## src/rtl/bank_register_pkg.sv

```systemverilog
// Shared constants for the MIPS general-purpose register bank.
package bank_register_pkg;

  localparam int unsigned NB_DATA_DEF = 32;
  localparam int unsigned NB_REG_DEF  = 5;
  localparam int unsigned N_REGS_DEF  = 2 ** NB_REG_DEF;
  localparam int unsigned REG_ZERO    = 0;

endpackage

```

## src/rtl/bank_register_read_port.sv

```systemverilog
// One combinational read port: array select, r0 forced to zero, write-through bypass.
module bank_register_read_port
  import bank_register_pkg::*;
#(
  parameter int unsigned NB_DATA = NB_DATA_DEF,
  parameter int unsigned NB_REG  = NB_REG_DEF
) (
  input  logic [NB_DATA-1:0] regs [2**NB_REG],
  input  logic [NB_REG-1:0]  addr,
  input  logic               wr_en,
  input  logic [NB_REG-1:0]  addr_w,
  input  logic [NB_DATA-1:0] data_w,
  output logic [NB_DATA-1:0] data
);

  // addr != 0 in the bypass branch already implies addr_w != 0
  always_comb begin
    data = regs[addr];
    if (addr == NB_REG'(REG_ZERO)) begin
      data = '0;
    end else if (wr_en && (addr == addr_w)) begin
      data = data_w;
    end
  end

endmodule

```

## src/rtl/bank_register.sv

```systemverilog
// MIPS register file: 2**NB_REG x NB_DATA flops, two combinational read ports, one write port.
module bank_register
  import bank_register_pkg::*;
#(
  parameter int unsigned NB_DATA = NB_DATA_DEF,
  parameter int unsigned NB_REG  = NB_REG_DEF
) (
  input  logic               i_clock,
  input  logic               i_reset,
  input  logic               i_rw,
  input  logic [NB_REG-1:0]  i_addr_ra,
  input  logic [NB_REG-1:0]  i_addr_rb,
  input  logic [NB_REG-1:0]  i_addr_rw,
  input  logic [NB_DATA-1:0] i_data_rw,
  output logic [NB_DATA-1:0] o_data_ra,
  output logic [NB_DATA-1:0] o_data_rb
);

  localparam int unsigned N_REGS = 2 ** NB_REG;

  logic [NB_DATA-1:0] regs [N_REGS];
  logic               wr_en;

  // Bypass is suppressed during reset so both ports read zero while it is held
  assign wr_en = i_rw && i_reset;

  always_ff @(posedge i_clock or negedge i_reset) begin
    if (!i_reset) begin
      for (int i = 0; i < int'(N_REGS); i++) begin
        regs[i] <= '0;
      end
    end else if (i_rw && (i_addr_rw != NB_REG'(REG_ZERO))) begin
      regs[i_addr_rw] <= i_data_rw;
    end
  end

  bank_register_read_port #(
    .NB_DATA (NB_DATA),
    .NB_REG  (NB_REG)
  ) u_port_a (
    .regs   (regs),
    .addr   (i_addr_ra),
    .wr_en  (wr_en),
    .addr_w (i_addr_rw),
    .data_w (i_data_rw),
    .data   (o_data_ra)
  );

  bank_register_read_port #(
    .NB_DATA (NB_DATA),
    .NB_REG  (NB_REG)
  ) u_port_b (
    .regs   (regs),
    .addr   (i_addr_rb),
    .wr_en  (wr_en),
    .addr_w (i_addr_rw),
    .data_w (i_data_rw),
    .data   (o_data_rb)
  );

endmodule

```

## config.mk

```make
export PLATFORM = sky130hd
export DESIGN_NAME = bank_register
export DESIGN_NICKNAME = d
export VERILOG_FILES = /design/src/rtl/bank_register_pkg.sv /design/src/rtl/bank_register_read_port.sv /design/src/rtl/bank_register.sv
export SDC_FILE = /design/constraint.sdc
export NUM_CORES = 2
export LEC_CHECK = 0
export BUFFER_PORTS_ARGS = -buffer_cell sky130_fd_sc_hd__buf_2
export CAP_MARGIN = 20
export CORE_ASPECT_RATIO = 1.1
export CORE_MARGIN = 5
export CORE_UTILIZATION = 45
export DETAILED_ROUTE_END_ITERATION = 10
export GPL_TIMING_DRIVEN = 0
export HOLD_SLACK_MARGIN = 0.06
export PLACE_DENSITY_LB_ADDON = 0.05
export SLEW_MARGIN = 20
export SYNTH_ARGS = -nofsm -noshare
export SYNTH_HDL_FRONTEND = slang
export SYNTH_SLANG_ARGS = --single-unit
export TNS_END_PERCENT = 10
```

## constraint.sdc

```tcl
create_clock -name i_clock -period 7.94 [get_ports i_clock]
set_input_delay 1.588 -clock i_clock [delete_from_list [all_inputs] [get_ports i_clock]]
set_output_delay 1.588 -clock i_clock [all_outputs]
set_load 0.01 [all_outputs]
```

-- After elaboration in Yosys (flattened, before gate mapping)
Cells that the tools add are included.
W data, S select, Z words.
- register bits: 1024
- input port bits: 50
- output and inout bits: 64
- word-level logic and storage cells: 62
- $lt $le $gt $ge: 4
- bitwise gates (word level): 3
- reduce and logical (&&, ||, !) cells: 8
- mux-type cells: 13
- eq/ne operators: 2
- operators by type and width (operator ; count):
    $bwmux W1024 ; 1
    $bmux W32 S5 ; 2
    $mux W32 ; 9
    $demux W32 S5 ; 1
    $ge A6 B6 Y1 const B ; 3
    $not A5 Y6 ; 3
    $eq A5 B5 Y1 ; 2
    $logic_not A5 Y1 ; 2
    $lt A6 B1 Y1 const B ; 1
    $logic_and A1 B1 Y1 ; 5
    $reduce_bool A5 Y1 ; 1

-- Logic depth before layout (Yosys ltp)
- depth in word-level cells: 6
- depth in mapped cells: 9
- mapped depth without buffers: 5

-- Cells and area by module
Synthesis repeated with hierarchy kept, for this count alone.
- cell total of the unflattened synthesis: 3992
- area total of the unflattened synthesis: 56261.5 sq um
- modules (own cells, without submodules) (module ; cells each ; seq. area each (sq um) ; instances ; area an instance (sq um)):
    bank_register ; 2288 ; 25624.6 ; 1 ; 38081.5
    bank_register_read_port ; 852 ; 0.0 ; 2 ; 9090.0

-- Least setup slack after synthesis
OpenSTA, ideal clock, no wires.
- kind: input port to output port
- from: in i_addr_ra[0]
- to: out o_data_ra[0]
- data required time: 6352 ps
- buffers on the path: 3
- setup slack: 3135 ps
- arrival: 3217 ps
- cell stages on the path: 7
- cells stage by stage: buf_6 > buf_6 > buf_2 > mux4_2 > mux2i_1 > a21oi_1 > a221o_1
- longest elaborated chain between the ends: 6
- elaborated cells on any way between the ends: 9
- those cells by class: eq/ne: 1; mux: 5; bitwise: 1; reduce/logical: 2
- RTL lines (element ; RTL line ; source):
    from (decl) ; bank_register.sv:11 ; input logic [NB_REG-1:0] i_addr_ra,
    $not A5 Y6 (implied by the code) ; bank_register_read_port.sv:18 ; data = regs[addr];
    $bmux W32 S5 ; bank_register_read_port.sv:18 ;
    $mux W32 (implied by the code) (2 in series) ; bank_register_read_port.sv:18 ;
    $mux W32 ; bank_register_read_port.sv:21 ; end else if (wr_en && (addr == addr_w)) begin
    $mux W32 (*) ; bank_register_read_port.sv:19 ; if (addr == NB_REG'(REG_ZERO)) begin
    to (decl) ; bank_register.sv:15 ; output logic [NB_DATA-1:0] o_data_ra,
Every way passes the cells marked *; elsewhere a longest branch is shown, timed or not. The select of a mux whose other input is x is not followed.

-- Final worst setup path
- from: in i_addr_rb[1]
- to: out o_data_rb[25]
- longest elaborated chain between the ends: 6
- elaborated cells on any way between the ends: 9
- those cells by class: eq/ne: 1; mux: 5; bitwise: 1; reduce/logical: 2
- RTL lines (element ; RTL line ; source):
    from (decl) ; bank_register.sv:12 ; input logic [NB_REG-1:0] i_addr_rb,
    $not A5 Y6 (implied by the code) ; bank_register_read_port.sv:18 ;
    $bmux W32 S5 ; bank_register_read_port.sv:18 ;
    $mux W32 (implied by the code) (2 in series) ; bank_register_read_port.sv:18 ;
    $mux W32 ; bank_register_read_port.sv:21 ;
    $mux W32 (*) ; bank_register_read_port.sv:19 ;
    to (decl) ; bank_register.sv:16 ; output logic [NB_DATA-1:0] o_data_rb
Marked as above.

==> summary.txt <==
Clock tree
  • CTS root buffer: clkbuf_16
  • Setup repair bufs after CTS: 0
  • Post-CTS Hold Buffers: 0
  • Max Buffers Root-to-Sink: 3
  • Clock transition at the registers of the reported paths: roughly 0.06 ns
  • Sink Count: 1,024
  • Resize count post-CTS: 0
  • # H-tree levels: 3
  • Worst-Skew Late Latency: 0.76 ns
  • Num CTS Buffers: 115
  • CTS tree: built

Synthesis
  • Post-Synth Adder-Cell Area: 0%
  • Cell Area, Synth: around 55,000 µm²
  • Yosys top cell area share: roughly 46%
  • Biggest area consumer among synthesized cells: dfrtp_1
  • Top area cells in the synthesized netlist: dfrtp_1 46%, mux2_2 20%, mux4_2 17%
  • Top cells by count, synth: 1,024 x dfrtp_1, 995 x mux2_2, 419 x mux4_2
  • Syn_nets: around 3,900
  • Count leader, synth: dfrtp_1
  • Synth Area in XOR/XNOR: 0.142%
  • Post-synthesis mux area share: roughly two fifths
  • Post-synth EDFFs: 0
  • Post-synthesis compound-gate area fraction: under 10%
  • Largest family of logic cells by synthesized area: multiplexers
  • Seq cells post-synth: 1,024
  • Post-synth ARST share: 100%
  • Netlist cell types: 59
  • Post-synthesis simple-gate area fraction: 2.44%
  • YS warnings: 0
  • Synth Instances: 3,807
  • Average cell area after synthesis: 14.5 µm²
  • Register area share after synthesis: 46.3%
  • Main flop type after synthesis: dfrtp_1

Global routing
  • Largest net degree at the start of global routing: roughly 130
  • Initial antenna violation count: 18
  • GR Util All Layers: 37.5%
  • Vias in the first global route: 40,208
  • GRT Residual Overflow: 0
  • First-pass GRT wire length: ~330 mm

Critical path
  • Critical path required time: around 6.4 ns
  • FF-to-FF End: regs[442]$_DFFE_PN0P_
  • CP arrival: 5.41 ns
  • Reg2Reg Depth: 1
  • Reg2reg setup slack: between 7 and 8 ns
  • Setup crit end kind: output port
  • Crit start category: primary input
  • Critical Path Start: i_addr_rb[1]
  • Worst setup path end: o_data_rb[25]
  • R2R Path Start: regs[442]$_DFFE_PN0P_
  • Critical Path Fanout Max: 10
  • WS Path Type: primary input to output port

Timing
  • Final setup viols: 0
  • Actual slew at the worst max-slew pin: between 1 and 1.5 ns
  • Final period utilization: 88.1%
  • Setup TNS: 0 ns
  • Final min period: 7.00 ns
  • Worst hold margin: about 0.48 ns
  • Final hold violation count: 0
  • Max Slew Vio Count: 0
  • Fmax: 0.143 GHz
  • Unrepaired setup endpoints after global routing: false
  • Headroom to the max-slew limit: 11.2%
  • Setup Skew: 0 ns

Die
  • Die W: 344 µm
  • Starting density of the core: 45.1%
  • Core area: 123,000 µm²
  • Die height: 378 µm
  • Num rows: 135
  • Die ar.: 130,000 µm²
  • IO Count: 114

Placement
  • Detailed placement HPWL: ~180 mm
  • Global placer's final weighted congestion: 0.991
  • IO buf count: between 100 and 150

Route
  • Via/cell ratio: 6.87
  • DR WL/cell: 42.4 µm
  • Final wirelength: 245 mm
  • Via count: between 30,000 and 40,000
  • DRC errors left: 0
  • DRT iter0 DRCs: 4,413
  • DRT antenna net count: 0
  • Pre-Repair DR Iteration Count: 6

Final layout
  • Biggest register: regs
  • Biggest regs: regs x1024
  • Share of cells above drive strength 1: 48.0%
  • Final core utilization: 50.7%
  • Synthesis-to-layout area growth: 12.3%
  • Fillcell total: 10,844
  • Final net count: 4,093
  • Largest register FFs: 1,024

Status
  • Status: finished, final reports clean

Power
  • Leakage Power: 27.0 nW
  • Power Dens Cells: 258 nW/µm²
  • Maximum vdd drop: 0.170 mV

Job
  • Max-cap violation count: 0

Min path
  • HP Class: flip-flop to flip-flop
-- cell usage in the layout (no fill, tap or decap), drive strengths merged, types with 7 or more instances in the layout --
master | synthesis | routed
a211oi | 53 | 53
a21oi | 73 | 73
a221o | 42 | 42
a221oi | 70 | 70
a22o | 15 | 15
a22oi | 62 | 62
a31oi | 12 | 12
buf | 213 | 332
clkbuf | 225 | 403
clkinv | 0 | 20
dfrtp | 1024 | 1024
diode | 0 | 7
inv | 6 | 11
mux2 | 1003 | 1003
mux2i | 182 | 182
mux4 | 419 | 419
nand2 | 69 | 69
nand2b | 14 | 14
nor2 | 50 | 50
nor2b | 36 | 36
nor3 | 23 | 23
nor3b | 16 | 16
o211ai | 10 | 10
o21ai | 68 | 68
o22ai | 35 | 35
o2bb2ai | 11 | 11
or4 | 7 | 7
-- worst min-delay path by stage --
stage                                 from                      to  cells past startpoint
finish               regs[996]$_DFFE_PN0P_   regs[996]$_DFFE_PN0P_                      1
global route         regs[993]$_DFFE_PN0P_   regs[993]$_DFFE_PN0P_                      1
CTS                  regs[993]$_DFFE_PN0P_   regs[993]$_DFFE_PN0P_                      1
detailed placement   regs[993]$_DFFE_PN0P_   regs[993]$_DFFE_PN0P_                      1
global placement    regs[1007]$_DFFE_PN0P_  regs[1007]$_DFFE_PN0P_                      1
floorplan           regs[1000]$_DFFE_PN0P_  regs[1000]$_DFFE_PN0P_                      1
-- stage by stage --
step | instances | setup WS, ns | area [µm²] | total power [W]
after floorplan | 3807 | 3.13 | 55300 | 0.00914
after global placement | 5555 | -18.57 | 57900 | 0.0104
after detailed placement | 5570 | 1.06 | 58300 | 0.0105
after CTS | 5779 | 1.05 | 62100 | 0.0160
after global routing | 5780 | 1.09 | 62100 | 0.0165
final | 5786 | 0.942 | 62100 | 0.0160
-- report_power, final --
part / leakage, nW / total (W) / switching [W] / internal [W]
Combinational: 11.9 / 0.00354 / 0.00170 / 0.00184
Sequential: 13.1 / 0.00696 / 0.000745 / 0.00621
Clock: 1.89 / 0.00551 / 0.00235 / 0.00316
Total: 27.0 / 0.0160 / 0.00480 / 0.0112
-- critical path, stage by stage --
cell,delay [ns]
buf_2,0.17
buf_2,0.29
buf_2,0.55
buf_2,0.68
mux4_2,0.42
a221oi_1,0.89
o221ai_1,0.52
buf_2,0.28
-- metal layers --
| metal | up-vias | global-route usage (%) | share of wire [%] |
|---|---|---|---|
| met3 | 690 | 9.78 | 9.3 |
| met2 | 2245 | 56.4 | 44 |
| met4 | 6 | 24.2 | 7.9 |
| met5 | - | 0 | 0.017 |
| met1 | 21522 | 48.2 | 38 |
| li1 | 15280 | - | - |
-- final cells by class --
| cell class | instances | area, µm² | area share, % |
|---|---|---|---|
| Sequential cell | 1024 | 25600 | 41.2 |
| Antenna cell | 7 | 17.5 | 0.0282 |
| Timing Repair Buffer | 119 | 891 | 1.43 |
| Tap cell | 1644 | 2060 | 3.31 |
| Buffer | 438 | 2290 | 3.68 |
| Multi-Input combinational cell | 2339 | 27400 | 44.2 |
| Clock buffer | 178 | 3490 | 5.61 |
| Inverter | 6 | 22.5 | 0.0362 |
| Clock inverter | 31 | 317 | 0.509 |
-- kinds of logic after synthesis --
family / count (synthesis)
multiplexers: 1604
AO/OA/AOI/OAI: 473
buffers and inverters: 444
flip-flops: 1024
XOR/XNOR: 9
AND/OR/NAND/NOR: 253
No activity file was read; power rests on OpenSTA's default activity.
